`src/rtl/seg_scan_decoder.sv`:
```
// Monitor-side decoder for a multiplexed 7-segment scan bus: waits for each digit to settle,
// decodes it back to a hex nibble/dp/blank flag and pulses frame_done once all four are captured.
// Optional stale-bus timeout is enabled with the SCAN_TIMEOUT_EN macro.
module seg_scan_decoder #(
  parameter int STABLE_CYC  = 16,
  parameter int TIMEOUT_CYC = 1048576
) (
  input  logic        clk,
  input  logic        RST,
  input  logic [7:0]  SEG,
  input  logic [3:0]  AN,
  output logic [15:0] HEXS,
  output logic [3:0]  point,
  output logic [3:0]  LES,
  output logic [3:0]  valid,
  output logic        frame_done,
  output logic        code_err,
`ifdef SCAN_TIMEOUT_EN
  output logic        stale,
`endif
  output logic [1:0]  state_dbg
);

  if (STABLE_CYC < 2 || STABLE_CYC > 255 || TIMEOUT_CYC < 1) begin : g_bad_param
    $error("seg_scan_decoder: parameter out of range");
  end

  typedef enum logic [1:0] {IDLE = 2'd0, SETTLE = 2'd1, HOLD = 2'd2} state_t;

  localparam logic [7:0] STB = 8'(STABLE_CYC);
  localparam logic [6:0] HEX_TBL [16] = '{
    7'h40, 7'h79, 7'h24, 7'h30, 7'h19, 7'h12, 7'h02, 7'h78,
    7'h00, 7'h10, 7'h08, 7'h03, 7'h46, 7'h21, 7'h06, 7'h0E
  };

  state_t      state;
  logic [7:0]  count;
  logic [7:0]  seg_q;
  logic [3:0]  an_q;
  logic [11:0] prev;
  logic [3:0]  seen;

  logic       changed;
  logic       accept;
  logic       one_hot;
  logic [1:0] idx;
  logic [3:0] sel;
  logic       dec_ok;
  logic [3:0] dec_val;
  logic       blank;

  assign state_dbg = state;
  assign changed   = ({an_q, seg_q} != prev);
  // The sample that arrives while count already equals STABLE_CYC is the one that commits
  // the digit; a change in that same cycle wins and nothing is accepted.
  assign accept    = (state == SETTLE) && !changed && (count == STB);
  assign blank     = (seg_q[6:0] == 7'h7F);

  always_comb begin
    one_hot = 1'b1;
    idx     = 2'd0;
    case (an_q)
      4'b1110: idx = 2'd0;
      4'b1101: idx = 2'd1;
      4'b1011: idx = 2'd2;
      4'b0111: idx = 2'd3;
      default: one_hot = 1'b0;
    endcase
    sel = 4'b0001 << idx;
  end

  always_comb begin
    dec_ok  = 1'b0;
    dec_val = 4'd0;
    for (int v = 0; v < 16; v++) begin
      if (seg_q[6:0] == HEX_TBL[v]) begin
        dec_ok  = 1'b1;
        dec_val = 4'(v);
      end
    end
  end

`ifdef SCAN_TIMEOUT_EN
  localparam int TW = $clog2(TIMEOUT_CYC + 1);
  localparam logic [TW-1:0] TMAX = TW'(TIMEOUT_CYC);
  logic [TW-1:0] tcnt;
`endif

  always_ff @(posedge clk) begin
    if (RST) begin
      state      <= IDLE;
      count      <= 8'd0;
      seg_q      <= 8'hFF;
      an_q       <= 4'hF;
      prev       <= 12'hFFF;
      seen       <= 4'd0;
      HEXS       <= 16'd0;
      point      <= 4'd0;
      LES        <= 4'hF;
      valid      <= 4'd0;
      frame_done <= 1'b0;
      code_err   <= 1'b0;
`ifdef SCAN_TIMEOUT_EN
      tcnt       <= '0;
      stale      <= 1'b0;
`endif
    end else begin
      seg_q      <= SEG;
      an_q       <= AN;
      prev       <= {an_q, seg_q};
      frame_done <= 1'b0;

      case (state)
        IDLE: begin
          if (an_q != 4'hF) begin
            state <= SETTLE;
            count <= 8'd1;
          end
        end
        SETTLE: begin
          if (changed) begin
            if (an_q == 4'hF) state <= IDLE;
            count <= 8'd1;
          end else if (count == STB) begin
            state <= HOLD;
          end else begin
            count <= count + 8'd1;
          end
        end
        HOLD: begin
          if (changed) begin
            state <= (an_q == 4'hF) ? IDLE : SETTLE;
            count <= 8'd1;
          end
        end
        default: state <= IDLE;
      endcase

      if (accept) begin
        if (one_hot) begin
          point[idx] <= ~seg_q[7];
          if (blank) begin
            LES[idx]   <= 1'b1;
            valid[idx] <= 1'b0;
          end else if (dec_ok) begin
            HEXS[{idx, 2'b00} +: 4] <= dec_val;
            LES[idx]   <= 1'b0;
            valid[idx] <= 1'b1;
          end else begin
            code_err   <= 1'b1;
            valid[idx] <= 1'b0;
          end
          if ((seen | sel) == 4'hF) begin
            frame_done <= 1'b1;
            seen       <= 4'd0;
          end else begin
            seen <= seen | sel;
          end
        end else begin
          code_err <= 1'b1;
        end
      end

`ifdef SCAN_TIMEOUT_EN
      if (accept) begin
        tcnt  <= '0;
        stale <= 1'b0;
      end else if (tcnt != TMAX) begin
        tcnt <= tcnt + 1'b1;
        if (tcnt == TMAX - 1'b1) begin
          valid <= 4'd0;
          seen  <= 4'd0;
          stale <= 1'b1;
        end
      end
`endif
    end
  end

endmodule

```
`config.mk`:
```
export PLATFORM = sky130hd
export DESIGN_NAME = seg_scan_decoder
export DESIGN_NICKNAME = d
export VERILOG_FILES = /design/src/rtl/seg_scan_decoder.sv
export SDC_FILE = /design/constraint.sdc
export NUM_CORES = 1
export LEC_CHECK = 0
export CORE_MARGIN = 3
export CORE_UTILIZATION = 59
export CTS_CLUSTER_SIZE = 40
export DETAILED_ROUTE_END_ITERATION = 16
export HOLD_SLACK_MARGIN = 0.15
export MAX_ROUTING_LAYER = met4
export PLACE_DENSITY = 0.85
export SLEW_MARGIN = 0
export SYNTH_ARGS = -nofsm -noshare
export SYNTH_HDL_FRONTEND = slang
export SYNTH_SLANG_ARGS = --single-unit
```
`constraint.sdc`:
```
create_clock -name clk -period 6.8 [get_ports clk]
set_clock_uncertainty 0.05 [all_clocks]
set_input_delay 1.36 -clock clk [delete_from_list [all_inputs] [get_ports clk]]
set_output_delay 1.36 -clock clk [all_outputs]
set_load 0.005 [all_outputs]
```
Yosys cells after proc, flatten, opt, wreduce, memory -nomap -nowiden. Index checks and enable logic that the tools add are counted.

Word-level logic and storage cells: 137. Output and inout port bits: 32. Register bits after elaboration: 68. Input bits: 14.

Reductions and logical operators: 16. Add/sub/neg operators: 2. Equal/unequal tests: 34. Bitwise gates (word level): 10. Shifts and indexed selects: 3. Order comparisons: 2. Mux-type cells: 58.

Operator list (count): $mux 4 (19); $eq 7x7->1 const B (5); $mux 8 (4); $mux 1 (24); $pmux 8 s3 (1); $eq 7x5->1 const B (3); $eq 7x6->1 const B (3); $eq 4x4->1 const B (5); $bwmux 16 (1); $shift 4x6->16 const A (1); $shiftx 4x6->16 (1); $eq 7x2->1 const B (2); $eq 7x4->1 const B (2); $ne 12x12->1 (1); $or 4x4->4 (3); $pmux 2 s3 (2); $reduce_and 4->1 (3); $mux 2 (5); $add 8x1->8 const B (1); $and 4x4->4 (2); $eq 8x5->1 const B (1); $ne 2x2->1 const B (4); $eq 7x3->1 const B (1); $logic_not 7->1 (1); 23 further kinds (30).

Longest topological paths before layout.
Depth in word-level cells: 20. Mapped depth: 10. Gate-level depth less buffers: 8.

Worst setup path before layout. OpenSTA, ideal clock, no wires.

Kind: input-to-reg. Start: in RST. End: reg state[0], in the netlist state_dbg[0]. Arrival time: 2225 ps. Library setup time: 128 ps. Stages on the path: 4. Setup slack: 4397 ps. Path buffers: 3. Required time: 6622 ps. Cells stage by stage: clkbuf_1 -> clkbuf_1 -> clkbuf_1 -> nor2_1.

RTL lines: from (decl) (line 9) `input logic RST,`; to (signal assigned) (line 132) `state <= (an_q == 4'hF) ? IDLE : SETTLE;`; to (decl) (line 36) `state_t state;`.

No word-level cell between the ends.

==> results.sh <==
export IMPL_grt_pass1_vias=2816
export IMPL_drt_wl_total_um=7840
export IMPL_clock_path_buffers=2
export IMPL_postCtsSetupBuffers=0
export IMPL_stdcell_count=478
export IMPL_drive_gt1_share_pct=17.0
export IMPL_crit_slowest_cell="clkdlybuf4s50_1"
export IMPL_vias_per_cell=5.98
export IMPL_synth_top_area_share_pct=39.0
export IMPL_slew_viol_final=0
export IMPL_core_sq_mm=0.00561
export IMPL_syn2layout_area_growth_pct=17.0
export IMPL_p_per_area_mw_per_mm2=203
export IMPL_wl_per_cell_um=16.4
export IMPL_p_switching_mw=0.213
export IMPL_cap_violations=0
export IMPL_critPathLaunchType="input pin"
export IMPL_ys_warn_count=0
export IMPL_clk_latency_ns=0.36
export IMPL_htreeDepth=3
export IMPL_slowest_delay_ns=0.45
export IMPL_p_comb_share_pct=9.3
export IMPL_syn_nets=392
export IMPL_ant_nets=0
export IMPL_tightest_slew_ns=1.14
export IMPL_synth_edf_count=0
export IMPL_ys_top_cells_by_area="dfxtp_1 39%, or2_2 4.7%, nand2_1 3.3%"
export IMPL_clkPwrFrac_pct=39.8
export IMPL_synth_seq_cells=68
export IMPL_antenna_found_initial=0
export IMPL_max_vdd_ir_drop_uv=149
export IMPL_syn_cell_area_sq_mm=0.00349
export IMPL_hold_viol_final=0
export IMPL_setup_tns_ns=0
export IMPL_grt_pass1_wl_um=13400
export IMPL_slew_headroom_pct=23.2
export IMPL_cts_hold_buf=0
export IMPL_synth_simple_area_share_pct=30.1
export IMPL_dp_cells=463
export IMPL_vias=2859
export IMPL_clk_pin_slew_ns=0.07
export IMPL_synth_xor_area_share_pct=5.20
export IMPL_start_util_pct=62.2
export IMPL_critical_path_top_delay_family="buffers and inverters"
export IMPL_n_antenna_cell=0
export IMPL_critPathMaxFanout=54
export IMPL_preCtsSetupSlack_ns=3.58
export IMPL_fmax_mhz=342
export IMPL_power_mw=0.829
export IMPL_finish_utilization_pct=72.8
export IMPL_async_flop_share_pct=0
export IMPL_period_share_pct=43.0
export IMPL_hpwl_um=5260
export IMPL_synth_compound_area_share_pct=12.5
export IMPL_status="finished, final reports clean"
export IMPL_min_path_type="reg2reg"
export IMPL_syn_avg_cell_area_sq_um=9.45
export IMPL_drcViolationCount=0
export IMPL_synthMuxAreaShare_pct=4.74
export IMPL_die_w_um=82.9
export IMPL_power_frac_seq_pct=51.0
export IMPL_drt_initial_drc_count=284
export IMPL_drtPass1Iterations=5
export IMPL_setup_viol=0
export IMPL_layout_nets=425
export IMPL_grt_max_degree=55
export IMPL_seq_area_frac_synth_pct=39.0
export IMPL_synth_cell_type_count=68
export IMPL_num_rows=27
export IMPL_portBuffers=45
export IMPL_die_h_um=82.9
export IMPL_arrival_ns=3.11
export IMPL_clkSinkCount=68
export IMPL_netlist_instances=369
export IMPL_setup_ws_ns=3.87
export IMPL_gp_congestion=0.922
export IMPL_io_pins=46
export IMPL_stdcell_area_sq_mm=0.00408
export IMPL_critical_path_buf_inv_count=3
export IMPL_final_min_clock_period_ns=2.93
export IMPL_holdWs_ns=0.417
export IMPL_grt_use_total_pct=24.4
export IMPL_endpoint_kind="register"
export IMPL_critPathRequiredTime_ns=6.98
export IMPL_synth_main_ff_cell="dfxtp_1"
export IMPL_cts_tree="yes"
export IMPL_cts_resized_gates=0
export IMPL_path_cells="clkdlybuf4s50_1, buf_4, inv_1, nand3b_1, nor2_1, nand4_1, o21ai_0"
export IMPL_switching_share_pct=25.7
export IMPL_cts_root_buf="clkbuf_8"
export IMPL_rsz0062_at_grt="no"
export IMPL_p_leak_nw=1.50
export IMPL_dieArea_sq_mm=0.00687
export IMPL_cts_buffers=9
export IMPL_critPathKind="in2reg"
export IMPL_placed_area_sq_mm=0.00389
export IMPL_p_int_mw=0.616
export IMPL_overflow=0
export IMPL_synth_area_leader_cell="dfxtp_1"
export IMPL_synth_top_family_by_area="simple AND/OR/NAND/NOR gates"
export IMPL_synthAdderAreaFrac_pct=3.52
-- placed cells by master (no fill, tap or decap), types with 3 or more instances in the layout --
| master | n |
|---|---|
| a211oi_1 | 4 |
| inv_1 | 7 |
| and2_1 | 4 |
| nor3b_1 | 3 |
| nor2_1 | 29 |
| mux2i_1 | 6 |
| nand2b_1 | 5 |
| xnor2_1 | 13 |
| o21a_1 | 6 |
| o21ai_0 | 5 |
| mux2_1 | 4 |
| nor4_1 | 4 |
| xor2_1 | 4 |
| clkdlybuf4s50_1 | 45 |
| dfxtp_1 | 68 |
| nand3_1 | 14 |
| ha_1 | 9 |
| nor3_1 | 5 |
| a21oi_1 | 11 |
| or4_1 | 3 |
| nand2_1 | 31 |
| clkinv_2 | 3 |
| nand4_1 | 4 |
| or2_2 | 26 |
| mux2_4 | 4 |
| nor2b_1 | 12 |
| clkbuf_8 | 10 |
| a31oi_1 | 4 |
| and3_1 | 7 |
| nand3b_1 | 3 |
| a221o_1 | 4 |
-- power by group through the flow --
stage | clock network, mW | registers, mW | logic [mW]
finish | 0.330 | 0.423 | 0.0769
global placement | 0 | 0.431 | 0.0735
floorplan | 0 | 0.420 | 0.0675
CTS | 0.331 | 0.422 | 0.0767
detailed placement | 0 | 0.431 | 0.0757
global route | 0.350 | 0.424 | 0.0849
-- tightest hold or removal path: stages (launching register included) --
cell	delay [ns]
dfxtp_1	0.31
nand2_1	0.05
mux2i_1	0.06
-- path summary, 6_finish.rpt --
| path | from | endpoint | slack [ns] | cells past startpoint |
|---|---|---|---|---|
| setup / recovery | RST | HEXS[7] | 3.87 | 7 |
| hold / removal | HEXS[13] | HEXS[13] | 0.42 | 2 |
| setup reg to reg | seg_q[0] | HEXS[10] | 3.89 | 6 |
| hold reg to reg | HEXS[13] | HEXS[13] | 0.42 | 2 |
-- logic make-up after synthesis --
group | Yosys count
mux | 14
simple gates | 173
buf+inv | 31
compound gates | 54
fa+ha+maj | 10
flops | 68
xor+xnor | 19
-- layout make-up --
class,count,area (sq um)
inverter,7,26.3
sequential,68,1360
timing repair buffer,46,458
clock inverter,5,52.6
fill,460,1530
clock buffer,10,138
tap,72,90.1
multi-input combinational,270,1950
-- routing by layer --
metal	share of wire, %	track usage [%]
met5	0	-
met2	49	38.8
met1	43	28.8
met3	5.8	6.75
met4	2.2	11.0
-- cells in the mapped netlist (3+ instances only) --
| master | count |
|---|---|
| a221o_1 | 4 |
| or2_2 | 26 |
| mux2_1 | 4 |
| mux2i_1 | 6 |
| nor3_1 | 5 |
| nor3b_1 | 3 |
| a31oi_1 | 4 |
| nand3_1 | 14 |
| or4_1 | 3 |
| mux2_4 | 4 |
| nand4_1 | 4 |
| nand3b_1 | 3 |
| a211oi_1 | 4 |
| nor2b_1 | 12 |
| xor2_1 | 4 |
| o21ai_0 | 5 |
| buf_6 | 3 |
| ha_1 | 9 |
| buf_4 | 6 |
| and2_1 | 4 |
| nor2_1 | 29 |
| o21a_1 | 6 |
| xnor2_1 | 13 |
| clkbuf_1 | 7 |
| and3_1 | 7 |
| dfxtp_1 | 68 |
| a21oi_1 | 11 |
| nand2b_1 | 5 |
| nor4_1 | 4 |
| nand2_1 | 31 |
| buf_2 | 7 |
| inv_1 | 7 |
No activity file was read; power rests on OpenSTA's default activity.
